## src/rtl/alu_pkg.sv

```systemverilog
// Shared types and constants for the sequential restoring divider.
// Holds the FSM state encoding, the operand widths and the iteration count.
package alu_pkg;

    localparam int DIVIDEND_W = 8;
    localparam int DIVISOR_W  = 4;
    localparam int DIV_STEPS  = 8;
    localparam int CNT_W      = $clog2(DIV_STEPS) + 1;

    typedef enum logic [1:0] {
        IDLE = 2'd0,
        RUN  = 2'd1,
        DONE = 2'd2
    } state_t;

endpackage

```

## src/rtl/div_step.sv

```systemverilog
// One restoring-division iteration: shift in the next dividend bit,
// compare against the divisor and conditionally subtract.
module div_step
    import alu_pkg::*;
(
    input  logic [DIVISOR_W:0]   rem_in,
    input  logic                 bit_in,
    input  logic [DIVISOR_W-1:0] divisor,
    output logic [DIVISOR_W:0]   rem_out,
    output logic                 q_bit
);

    logic [DIVISOR_W:0]   shifted;
    logic [DIVISOR_W+1:0] shifted_wide;

    // The wide copy keeps the bit shifted out of the top so the compare
    // stays correct even when a zero divisor lets the remainder grow.
    assign shifted      = {rem_in[DIVISOR_W-1:0], bit_in};
    assign shifted_wide = {rem_in, bit_in};

    always_comb begin
        q_bit   = 1'b0;
        rem_out = shifted;
        if (shifted_wide >= {2'b00, divisor}) begin
            q_bit   = 1'b1;
            rem_out = shifted - {1'b0, divisor};
        end
    end

endmodule

```

## src/rtl/div_seq.sv

```systemverilog
// Sequential 8/4 unsigned restoring divider, one quotient bit per clock.
// Define DIV_ZERO_FAST_EN to short-circuit a zero divisor straight to DONE.
module div_seq
    import alu_pkg::*;
(
    input  logic                  clk,
    input  logic                  rst,
    input  logic                  start,
    input  logic [DIVIDEND_W-1:0] A,
    input  logic [DIVISOR_W-1:0]  B,
    output logic                  busy,
    output logic                  done,
    output logic [DIVIDEND_W-1:0] Q,
    output logic [DIVISOR_W-1:0]  R,
    output logic                  dz
);

    state_t                state_reg;
    logic [CNT_W-1:0]      cnt_reg;
    logic [DIVIDEND_W-1:0] a_reg;
    logic [DIVISOR_W-1:0]  b_reg;
    logic [DIVISOR_W:0]    rem_reg;
    logic [DIVIDEND_W-1:0] q_work_reg;
    logic [DIVIDEND_W-1:0] q_reg;
    logic [DIVISOR_W-1:0]  r_reg;
    logic                  dz_reg;

    logic [DIVISOR_W:0]    rem_next;
    logic                  q_bit;

    div_step u_step (
        .rem_in  (rem_reg),
        .bit_in  (a_reg[DIVIDEND_W-1]),
        .divisor (b_reg),
        .rem_out (rem_next),
        .q_bit   (q_bit)
    );

    always_ff @(posedge clk) begin
        if (rst) begin
            state_reg  <= IDLE;
            cnt_reg    <= '0;
            a_reg      <= '0;
            b_reg      <= '0;
            rem_reg    <= '0;
            q_work_reg <= '0;
            q_reg      <= '0;
            r_reg      <= '0;
            dz_reg     <= 1'b0;
        end else begin
            case (state_reg)
                IDLE: begin
                    if (start) begin
                        a_reg      <= A;
                        b_reg      <= B;
                        rem_reg    <= '0;
                        cnt_reg    <= '0;
                        q_work_reg <= '0;
`ifdef DIV_ZERO_FAST_EN
                        if (B == '0) begin
                            state_reg <= DONE;
                            q_reg     <= '1;
                            r_reg     <= '0;
                            dz_reg    <= 1'b1;
                        end else begin
                            state_reg <= RUN;
                        end
`else
                        state_reg <= RUN;
`endif
                    end
                end
                RUN: begin
                    a_reg      <= {a_reg[DIVIDEND_W-2:0], 1'b0};
                    rem_reg    <= rem_next;
                    q_work_reg <= {q_work_reg[DIVIDEND_W-2:0], q_bit};
                    cnt_reg    <= cnt_reg + CNT_W'(1);
                    // Results are published on the last step so they are stable throughout DONE.
                    if (cnt_reg == CNT_W'(DIV_STEPS - 1)) begin
                        state_reg <= DONE;
                        q_reg     <= {q_work_reg[DIVIDEND_W-2:0], q_bit};
                        r_reg     <= rem_next[DIVISOR_W-1:0];
                        dz_reg    <= (b_reg == '0);
                    end
                end
                DONE: begin
                    state_reg <= IDLE;
                end
                default: begin
                    state_reg <= IDLE;
                end
            endcase
        end
    end

    assign busy = (state_reg == RUN);
    assign done = (state_reg == DONE);
    assign Q    = q_reg;
    assign R    = r_reg;
    assign dz   = dz_reg;

endmodule

```

## config.mk

```make
export PLATFORM = sky130hd
export DESIGN_NAME = div_seq
export DESIGN_NICKNAME = d
export VERILOG_FILES = /design/src/rtl/alu_pkg.sv /design/src/rtl/div_step.sv /design/src/rtl/div_seq.sv
export SDC_FILE = /design/constraint.sdc
export NUM_CORES = 1
export LEC_CHECK = 0
export CAP_MARGIN = 20
export CORE_AREA = 8 8 78 80
export CTS_CLUSTER_DIAMETER = 150
export DETAILED_ROUTE_END_ITERATION = 8
export DIE_AREA = 0 0 86 88
export PLACE_DENSITY = 0.62
export SLEW_MARGIN = 20
export SYNTH_ARGS = -nofsm -noshare
export SYNTH_HDL_FRONTEND = slang
export SYNTH_SLANG_ARGS = --single-unit
export TNS_END_PERCENT = 30
```

## constraint.sdc

```tcl
create_clock -name clk -period 2.04 [get_ports clk]
set_input_delay 0.51 -clock clk [delete_from_list [all_inputs] [get_ports clk]]
set_output_delay 0.51 -clock clk [all_outputs]
set_load 0.05 [all_outputs]
```

==> metrics.txt, run 1 <==
status finished clean; Total Wirelength 4560 µm; Routed Antenna Nets 0; worst path arrival time 1.45 ns; WHS 0.442 ns; reg2reg setup slack 0.09 ns; CTS buffer count 5; Area growth, synth to finish 34.1%; htree depth 2; #FFs+latches synth 43; max-cap violations 0; Mean Syn Cell Area 9.03 µm²; Clk Latency, worst-skew pair 0.30 ns; Clock Sinks 43; gr ovfl total 0; final worst path period need 1.96 ns; crit path kind flop to output port; post-synthesis async set-or-reset flop share 0; number of synthesized flops with an enable pin 0; antenna violations before repair 0; Worst slew margin 0.658; Mapped Area 0.00190 mm²; proportion of layout cells with a drive suffix above 1 0.201; dpl ws 0.101 ns; CP top delay family buffers and inverters; First DRT Iteration DRCs 78; Combinational Power Share 0.245; Root Buffer clkbuf_8; All-Layer GR Usage 0.131; leading area contributor after synthesis dfxtp_1; Largest stage delay, worst path 0.81 ns; Worst R2R Start b_reg[1]; Min-Delay Startpoint a_reg[4]; WP depth 1; Power, Total 0.00211 W; clock network fraction of design power 0.321; nets 279; Distinct cells, synth 47; RSZ-0062 raised after global routing false; Seq pwr share 0.434; crit-path max FO 2; Worst VDD drop 0.355 mV; postcts setup bufs 0; hpwl dp 3290 µm; classification of the worst-slack hold path flop to flop; top cells by area, synth dfxtp_1 45%, nand2_1 6.3%, a21oi_1 4.0%; final hold viol count 0; Port Buffers 29; DR vias 1703; Final TNS setup 0 ns; Hold Path End a_reg[5]; Slew @ Worst Pin 0.511 ns; cell breakdown of the critical path clkdlybuf4s50_1; PwrDens 830 mW/mm²; Placeable Area 0.00491 mm²; Chip Width 86 µm; drt pass-1 iters 4; top-level port count 30; commonest non-fill, non-tap cell in the layout dfxtp_1; sequential fraction of the synthesis area 0.454; CP endpoint kind output port; ant diodes 0; Slew Viols, Final 0; maximum clock path buffer count 2; CP max-delay cell clkdlybuf4s50_1; Placed Cells 321; Worst Skew 0.00244 ns; sw power 0.000607 W; Req. time, crit path 1.53 ns; gpl congestion 0.832; cts hold-fix bufs 0; Switching Fraction 0.288; fin cells 329; DR WL/cell 13.8 µm; first-pass GRT wire length 7840 µm; LEAKAGE 1.02 nW; Synth top area share 0.454; Via density 5.18; Hold Crit Depth 2; fmax 509 MHz; setup violators final 0; die height 88 µm; Synth Net Count 231; post_cts resized 0; commonest non-fill, non-tap cells in the layout 43 x dfxtp_1, 32 x nand2_1, 30 x buf_4, 22 x clkdlybuf4s50_1; placement row count 26; Syn Inst Count 210; synth warn 0; full die area 0.00757 mm²; Buffers & Inverters on Critical Path 1; Pint 0.00150 W; post-route setup slack 0.0751 ns; r2r worst-path depth 6; final worst-path cycle share 0.963; type of origin of the critical path flop; most common flop cell mapped by yosys dfxtp_1; largest net degree at the start of global routing 19; Fill cells 479; initial core utilization 0.386; reg2reg end rem_reg[2]; final routed DRC violation total 0; Reg clk slew, reported paths 0.08 ns; vias in the first global route 1676; TritonCTS clock tree yes
-- worst max path at each step --
| stage | start | end | slack (ns) |
|---|---|---|---|
| 2_1_floorplan | b_reg[2] | rem_reg[2] | 0.08 |
| 3_3_place_gp | b_reg[2] | rem_reg[2] | 0.11 |
| 3_5_place_dp | b_reg[1] | rem_reg[2] | 0.10 |
| 4_1_cts | R[3] | R[3] | 0.05 |
| 5_1_grt | b_reg[2] | rem_reg[2] | 0.02 |
| 6_report | R[3] | R[3] | 0.08 |
-- kinds of logic (layout without fill, tap and decap cells) --
group | Yosys count | after routing | synth area share
AOI/OAI and AO/OA | 58 | 58 | 0.227
muxes | 5 | 5 | 0.0271
DFF | 43 | 43 | 0.454
xor gates and xnor gates | 2 | 2 | 0.00924
adders and majority gates | 6 | 6 | 0.0436
buffers and inverters | 20 | 69 | 0.0436
and+or+nand+nor | 76 | 76 | 0.195
-- layer usage --
layer / track usage / part of all wire / up-vias / wire [µm]
met5: 0 / 0 / - / 0
met3: 0.0422 / 0.072 / 8 / 328
met2: 0.199 / 0.42 / 57 / 1890
met4: 0.0621 / 0.019 / 0 / 87
li1: - / - / 849 / -
met1: 0.163 / 0.49 / 789 / 2250
-- area by class of cell --
class / count / area, µm² / area share
multi-input combinational: 147 / 952 / 0.375
sequential: 43 / 861 / 0.339
timing repair buffer: 55 / 505 / 0.199
tap: 70 / 87.6 / 0.0345
clock buffer: 5 / 68.8 / 0.0271
clock inverter: 3 / 43.8 / 0.0172
inverter: 6 / 22.5 / 0.00886
-- cells in the mapped netlist (all sizes together), types with 2 or more instances --
| master | n |
|---|---|
| dfxtp | 43 |
| a32oi | 2 |
| nand2b | 2 |
| clkbuf | 6 |
| xnor2 | 2 |
| nand2 | 32 |
| and2 | 4 |
| nand3 | 3 |
| a21oi | 15 |
| nor4 | 3 |
| a311oi | 3 |
| a22o | 8 |
| nor2b | 8 |
| a22oi | 3 |
| ha | 5 |
| a32o | 2 |
| a211oi | 2 |
| buf | 8 |
| nor2 | 16 |
| o211ai | 3 |
| nor3b | 2 |
| o221a | 3 |
| o21ai | 10 |
| mux2i | 4 |
| inv | 6 |
-- stage by stage --
step                      instance area, µm²  utilization
final                                   2540        0.517
after CTS                               2540        0.517
after floorplan                         1900            -
after detailed placement                2430        0.494
after global routing                    2540        0.517
after global placement                  2430        0.494
-- power groups by stage --
stage | sequential (W) | clock, W | combinational, W
finish | 0.000915 | 0.000678 | 0.000517
global route | 0.000921 | 0.000724 | 0.000566
CTS | 0.000914 | 0.000696 | 0.000510
detailed placement | 0.000934 | 0 | 0.000508
global placement | 0.000933 | 0 | 0.000507
floorplan | 0.000928 | 0 | 0.000304
(Power assumes the default switching activity.)
==> inputs of run 2 (changes only) <==
TNS_END_PERCENT = 5   (was 30)
==> results of run 2 <==
Same layout as run 1: the final DEF is identical, and so are final timing and power.
==> inputs of run 3 (changes only) <==
==> constraint.sdc (replaced) <==
create_clock -name clk -period 2.04 [get_ports clk]
set_input_delay 0.204 -clock clk [delete_from_list [all_inputs] [get_ports clk]]
set_output_delay 0.204 -clock clk [all_outputs]
set_load 0.01 [all_outputs]
==> metrics.txt, run 3 (synthesis results as in run 1) <==
status finished clean; final hold viol count 0; htree depth 2; sw power 0.000573 W; Placeable Area 0.00491 mm²; postcts setup bufs 0; crit path kind flop to flop; type of origin of the critical path flop; PwrDens 840 mW/mm²; Clk Latency, worst-skew pair 0.29 ns; die height 88 µm; gpl congestion 0.855; Worst Skew 0.00989 ns; first-pass GRT wire length 7490 µm; CTS buffer count 5; proportion of layout cells with a drive suffix above 1 0.159; cts hold-fix bufs 0; Slew Viols, Final 0; First DRT Iteration DRCs 58; ant diodes 0; fmax 518 MHz; gr ovfl total 0; top-level port count 30; nets 272; GRT met1 Usage 0.156; classification of the worst-slack hold path flop to flop; setup violators final 0; Reg clk slew, reported paths 0.09 ns; DR vias 1635; worst path arrival time 2.12 ns; final routed DRC violation total 0; Area growth, synth to finish 31.0%; Worst VDD drop 0.416 mV; final worst-path cycle share 0.946; met3 GRT Util 0.0347; RSZ-0062 raised after global routing false; met2 Use GR 0.189; All-Layer GR Usage 0.123; GR peak layer met2; commonest non-fill, non-tap cells in the layout 43 x dfxtp_1, 31 x nand2_1, 29 x clkdlybuf4s50_1, 19 x buf_4; clock network fraction of design power 0.330; full die area 0.00757 mm²; Routed Antenna Nets 0; initial core utilization 0.386; Total Wirelength 4500 µm; vias in the first global route 1560; drt pass-1 iters 4; WHS 0.439 ns; Worst slew margin 0.483; Via density 5.08; Slew @ Worst Pin 0.775 ns; LEAKAGE 0.965 nW; crit-path max FO 3; Seq pwr share 0.439; TritonCTS clock tree yes; commonest non-fill, non-tap cell in the layout dfxtp_1; max-cap violations 0; Final TNS setup 0 ns; post-route setup slack 0.110 ns; Root Buffer clkbuf_8; hpwl dp 3220 µm; antenna violations before repair 0; Fill cells 486; dpl ws 0.114 ns; final worst path period need 1.93 ns; Port Buffers 29; Pint 0.00151 W; placement row count 26; largest net degree at the start of global routing 18; post_cts resized 0; Clock Sinks 43; Combinational Power Share 0.232; Chip Width 86 µm; CP endpoint kind flop; maximum clock path buffer count 2; Req. time, crit path 2.23 ns; DR WL/cell 14.0 µm; Switching Fraction 0.275
==> run 3: changes by cell type in the layout (fill, tap and decap cells not counted) <==
cell | previous run | this run
nand2_2 | 0 | 1
nand2_1 | 32 | 31
clkbuf_8 | 5 | 6
buf_12 | 3 | 0
clkdlybuf4s50_1 | 22 | 29
buf_4 | 30 | 19
clkinv_4 | 1 | 0
nor4_2 | 0 | 1
nor4_1 | 3 | 2
==> run 3: metal layers <==
metal	routed length, µm	vias to the layer above
li1	-	837
met1	2240	745
met2	1880	45
met3	288	8
met4	87	0
met5	0	-
==> run 3: worst max-delay path, stage by stage (launching register included) <==
cell,delay (ns)
dfxtp_1,0.35
inv_1,0.05
ha_1,0.30
and2_4,0.18
a311o_4,0.39
or3_1,0.31
a32o_1,0.25
==> run 3: worst paths after layout <==
path / cells after the start / end / from / slack [ns]
worst max-delay path: 6 / rem_reg[2] / b_reg[2] / 0.11
worst min-delay path: 2 / a_reg[5] / a_reg[4] / 0.44
worst max register to register: 6 / rem_reg[2] / b_reg[2] / 0.11
worst min register to register: 2 / a_reg[5] / a_reg[4] / 0.44
==> run 3: area by class of cell <==
cell class | instances | area (µm²) | share of cell area
multi-input cells | 147 | 961 | 0.387
flip-flops and latches | 43 | 861 | 0.347
repair buffers | 48 | 433 | 0.174
well taps | 70 | 87.6 | 0.0353
clock buffers | 6 | 82.6 | 0.0333
clock inverters | 2 | 35.0 | 0.0141
inverters | 6 | 22.5 | 0.00907
==> run 3: metrics by stage <==
step | utilization | instances | power (W) | area [µm²]
2_1_floorplan | - | 210 | 0.00123 | 1900
3_3_place_gp | 0.480 | 314 | 0.00140 | 2360
3_5_place_dp | 0.480 | 314 | 0.00140 | 2360
4_1_cts | 0.504 | 322 | 0.00209 | 2470
5_1_grt | 0.505 | 322 | 0.00220 | 2480
6_report | 0.505 | 322 | 0.00208 | 2480
==> run 3: power groups by stage <==
stage,registers (W),logic [W],clock network [W]
global route,0.000919,0.000530,0.000748
CTS,0.000914,0.000471,0.000701
detailed placement,0.000933,0.000466,0
floorplan,0.000928,0.000297,0
global placement,0.000933,0.000469,0
finish,0.000914,0.000483,0.000687
==> variant 1: new RTL, flow settings as in run 3 <==
The package constant `DIVIDEND_W` goes from 8 to 10.
--- a/src/rtl/alu_pkg.sv
+++ b/src/rtl/alu_pkg.sv
@@ -3,5 +3,5 @@
 package alu_pkg;
 
-    localparam int DIVIDEND_W = 8;
+    localparam int DIVIDEND_W = 10;
     localparam int DIVISOR_W  = 4;
     localparam int DIV_STEPS  = 8;
Interface: changed (resized A and Q); port bits go from 30 to 34. No check against the original RTL was run, so the function may have changed too.
==> variant 1 against run 3 <==
- the run now ends with setup timing left
- synthesized area is 8.7% higher
- critical path depth grew 3
- setup slack got worse by 0.13 ns
- global-route usage is 0.43 points higher
- sequential cell count up 6
- sequential power is 13% higher
- clock skew is 0.0059 ns lower
- power decreased by 3.7%
- sequential share of layout area rose by 1.9 points
- design area rose by 8.5%
- routed wire length up 0.49%
==> variant 1: results (changes against run 3) <==
stage;metric;value;unit;change
logic_synthesis;synth_fp_nets;253;;+9.5%
logic_synthesis;synth.area.top_cells;dfxtp_1, nand2_1, a22o_1, nor2_1, a21oi_1;;
timing;worst_slack;-0.0215;ns;-0.131 ns
drt;drt_iter0_drc;67;;+16%
place;placed_cell_area;2550;um^2;+8.3%
timing;setup_viol;2;;+2
logic_synthesis;synthMuxAreaShare;2.55;%;-0.16 points
drt;via_per_inst;5.03;;-0.90%
status;outcome;finished with violations;;
drt;via_count;1736;;+6.2%
logic_synthesis;synthAdderAreaFrac;4.01;%;-0.35 points
critical_path;worst_ep_arrival_time;2.26;ns;+0.14 ns
timing;hold_slack;0.430;ns;-0.00849 ns
min_path;holdCritPathClass;input pin to flop;;
critical_path;worstSetupStartpoint;a_reg[9];;
place;dp.cells;335;;+6.7%
logic_synthesis;async_flop_share;0;%;unchanged
layout;drive_gt1_share;16.4;%;+0.49 points
min_path;hold_end;b_reg[0];;
place;numPortBuffers;33;;+14%
logic_synthesis;yosysSeqAreaShare;47.6;%;+2.2 points
critical_path;crit_slowest_cell;a2111oi_4;;
timing;fin_tns_setup;-0.0263;ns;-0.0263 ns
critical_path;rr_endpoint;R[1];;
global_routing;grt_max_degree;38;;+20
global_routing;grt_use_met2;21.1;%;+2.2 points
place;dp_slack;-0.0901;ns;-0.204 ns
timing;tightest_slew;1.03;ns;+0.252 ns
place;dp_hpwl;3.23;mm;+0.36%
global_routing;grt_first_pass_wirelength;7.76;mm;+3.6%
global_routing;use_met3;3.94;%;+0.47 points
timing;finalClockSkew;0.00401;ns;-0.00589 ns
critical_path;slowest_delay;0.35;ns;-0.04 ns
status;violations;setup timing;;
power;p_leak;0.00103;uW;+7.1%
logic_synthesis;yosys-top-cells-count;dfxtp_1, nand2_1, nor2_1;;
logic_synthesis;ys_types;43;;-8.5%
min_path;hp-start;B[0];;
cts;worstSkewPairLatency;0.31;ns;+0.02 ns
layout;final_nets;297;;+9.2%
critical_path;crit_end;R[1];;
logic_synthesis;synth-compound-area-share;17.2;%;-5.5 points
[variant 1: changes by cell type after synthesis, moves of 5 or more]
| cell | before | now |
|---|---|---|
| nor2_1 | 15 | 29 |
| o21ai_0 | 9 | 1 |
| dfxtp_1 | 43 | 49 |
| a22o_1 | 8 | 13 |
| nor2b_1 | 8 | 3 |
[variant 1: repair_timing]
action | in CTS | in global routing
resized for setup | 8 | 3
buffers inserted | 1 | 1
setup endpoints to repair | 10 | 12
pin swaps | 3 | 1
[variant 1: where the power goes]
part / switching [uW] / total [uW] / internal [uW]
logic: 189 / 391 / 203
registers: 33.8 / 1030 / 1000
clock network: 338 / 582 / 244
[variant 1: routing by layer]
metal,part of all wire (%),up-vias
met2,45,39
li1,-,885
met5,0,-
met1,49,806
met4,0.86,0
met3,5.1,6
[variant 1: area by class of cell]
class	instances	area, um^2
timing repair buffer	50	483
clock inverter	3	21.3
sequential	49	985
fill	466	2220
multi-input combinational	160	1020
clock buffer	5	68.8
inverter	8	30.0
tap	70	87.6
==> variant 2: new RTL, flow settings as in run 3 <==
Made on the original files. Reset style: asynchronous (`rst`), changed in one clocked block.
--- a/src/rtl/div_seq.sv
+++ b/src/rtl/div_seq.sv
@@ -37,5 +37,5 @@
     );
 
-    always_ff @(posedge clk) begin
+    always_ff @(posedge clk or posedge rst) begin
         if (rst) begin
             state_reg  <= IDLE;
Function: differs if rst is asserted again (counterexample within 4 cycles, from zero or initial values and one cycle with rst high); with rst held inactive, the same outputs for 10 cycles.
==> variant 2 against run 3 <==
- non-clock buffer count is 13 lower
- global-route usage is 0.38 points higher
- core utilization did not move
- setup slack improved by 0.037 ns
- routed wire length decreased by 5.0%
- design area unchanged
- sequential cell count stayed put
- synthesized area rose by 5.6%
- count of clock-buffer cells in the layout stayed put
- largest cell class is now registers
Power is not compared: it rests on default switching activity, and its combinational part moved more than twofold at a synthesized area within 25%.
==> variant 2: results (changes against run 3) <==
stage;metric;value;unit;change
status;outcome;finished clean;;
critical_path;r2r_setup_slack;0.15;ns;+0.04 ns
critical_path;worstReg2RegStart;rem_reg[1];;
critical_path;rr_endpoint;rem_reg[2];;
timing;maxSlewViolCount;0;;unchanged
place;dp_hpwl;2.97;mm;-8.0%
layout;stdcell_count;314;;-2.5%
logic_synthesis;synth.area.top_cells;dfrtp_1, nand2_1, o21ai_0, ha_1, a22oi_1;;
drt;wl_met1;2.06;mm;-7.9%
logic_synthesis;ys_types;39;;-17%
layout;final_nets;265;;-2.6%
place;place_congestion;0.875;;+2.3%
layout;antenna_cells;0;;unchanged
power;p_leak;0.00112;uW;
timing;tightest_slew;0.858;ns;+0.0830 ns
global_routing;grt_max_degree;44;;+26
cts;cts_max_path_buffers;2;;unchanged
min_path;holdCritPathClass;input pin to asynchronous set/reset pin;;
logic_synthesis;synth_area_per_cell;9.44;um^2;+4.6%
layout;drive_gt1_share;10.2;%;-5.6 points
critical_path;critical_path.max_fanout;5;;+2
logic_synthesis;async_flop_share;100;%;+100 points
logic_synthesis;yosys-top-cells-count;nand2_1, dfrtp_1, o21ai_0;;
drt;drt_iter0_drc;94;;+62%
drt;totalWireLength;4.27;mm;-5.0%
global_routing;track_usage;12.7;%;+0.38 points
timing;finalClockSkew;0.00346;ns;-0.00644 ns
logic_synthesis;yosysSeqAreaShare;53.8;%;+8.3 points
drt;wl_met3;212;um;-26%
logic_synthesis;synth_flop_cell;dfrtp_1;;
drt;via_per_inst;5.02;;-1.1%
critical_path;r2r_cells;5;;-1
layout;nFillCells;480;;-1.2%
logic_synthesis;synth_fp_nets;233;;+0.87%
global_routing;grt_pass1_vias;1661;;+6.5%
drt;met2WireLength;1.96;mm;+4.2%
cts;clk_pin_slew;0.08;ns;
global_routing;grt_first_pass_wirelength;7.73;mm;+3.2%
-- variant 2: worst max-delay path by stage --
stage	end	slack, ns	depth (start not counted)	from
6_report	rem_reg[2]	0.15	5	rem_reg[1]
5_1_grt	rem_reg[0]	0.05	6	b_reg[2]
4_1_cts	rem_reg[4]	0.07	8	a_reg[7]
3_5_place_dp	rem_reg[4]	0.08	8	a_reg[7]
3_3_place_gp	R[2]	0.11	8	a_reg[7]
2_1_floorplan	R[2]	0.27	9	a_reg[7]
-- variant 2: routing by layer --
metal  vias to the layer above  GRT usage, %
li1                        787             -
met1                       754          16.3
met2                        32          21.0
met3                         4          2.72
met4                         0          3.34
met5                         -             0
-- variant 2: area by class of cell --
class | instances | area share [%]
Inverter | 8 | 1.31
Multi-Input combinational cell | 151 | 34.2
Clock buffer | 6 | 2.92
Timing Repair Buffer | 35 | 13.5
Sequential cell | 43 | 43.3
Clock inverter | 1 | 1.21
Tap cell | 70 | 3.53
-- variant 2: critical path, stage by stage, from the launching register on --
cell,delay [ns]
dfrtp_1,0.42
ha_1,0.36
and2_4,0.20
a311o_2,0.43
nor3_1,0.26
o31ai_1,0.12
-- variant 2: timing repair --
action                     in CTS  in global routing
setup endpoints to repair       0                  7
hold buffers                    0                  0
gates resized for setup         0                  3
hold endpoints to repair        0                  0
-- variant 2: power by group --
part           total (uW)  internal (uW)  switching [uW]
Clock                 633            359             274
Sequential           1520           1250             268
Combinational        2080            915            1170
Total                4230           2520            1710
-- variant 2: stage by stage --
stage	utilization [%]	setup slack, ns	total power, uW	hold WS (ns)	instance area, um^2
5_1_grt	50.5	0.0461	4640	0.418	2480
4_1_cts	50.4	0.0722	4240	0.378	2480
2_1_floorplan	-	0.274	2940	0.309	2000
3_5_place_dp	48.3	0.0760	3600	0.460	2370
3_3_place_gp	48.3	0.115	3560	0.451	2370
6_report	50.5	0.147	4230	0.349	2480
-- variant 2: cell families (layout without fill, tap and decap cells) --
group	Yosys count	count (layout)	share of synthesized area [%]
buf+inv	18	50	4.19
flops	43	43	53.7
fa+ha+maj	6	6	4.13
compound gates	45	45	15.1
simple gates	98	98	21.9
xor+xnor	2	2	0.875
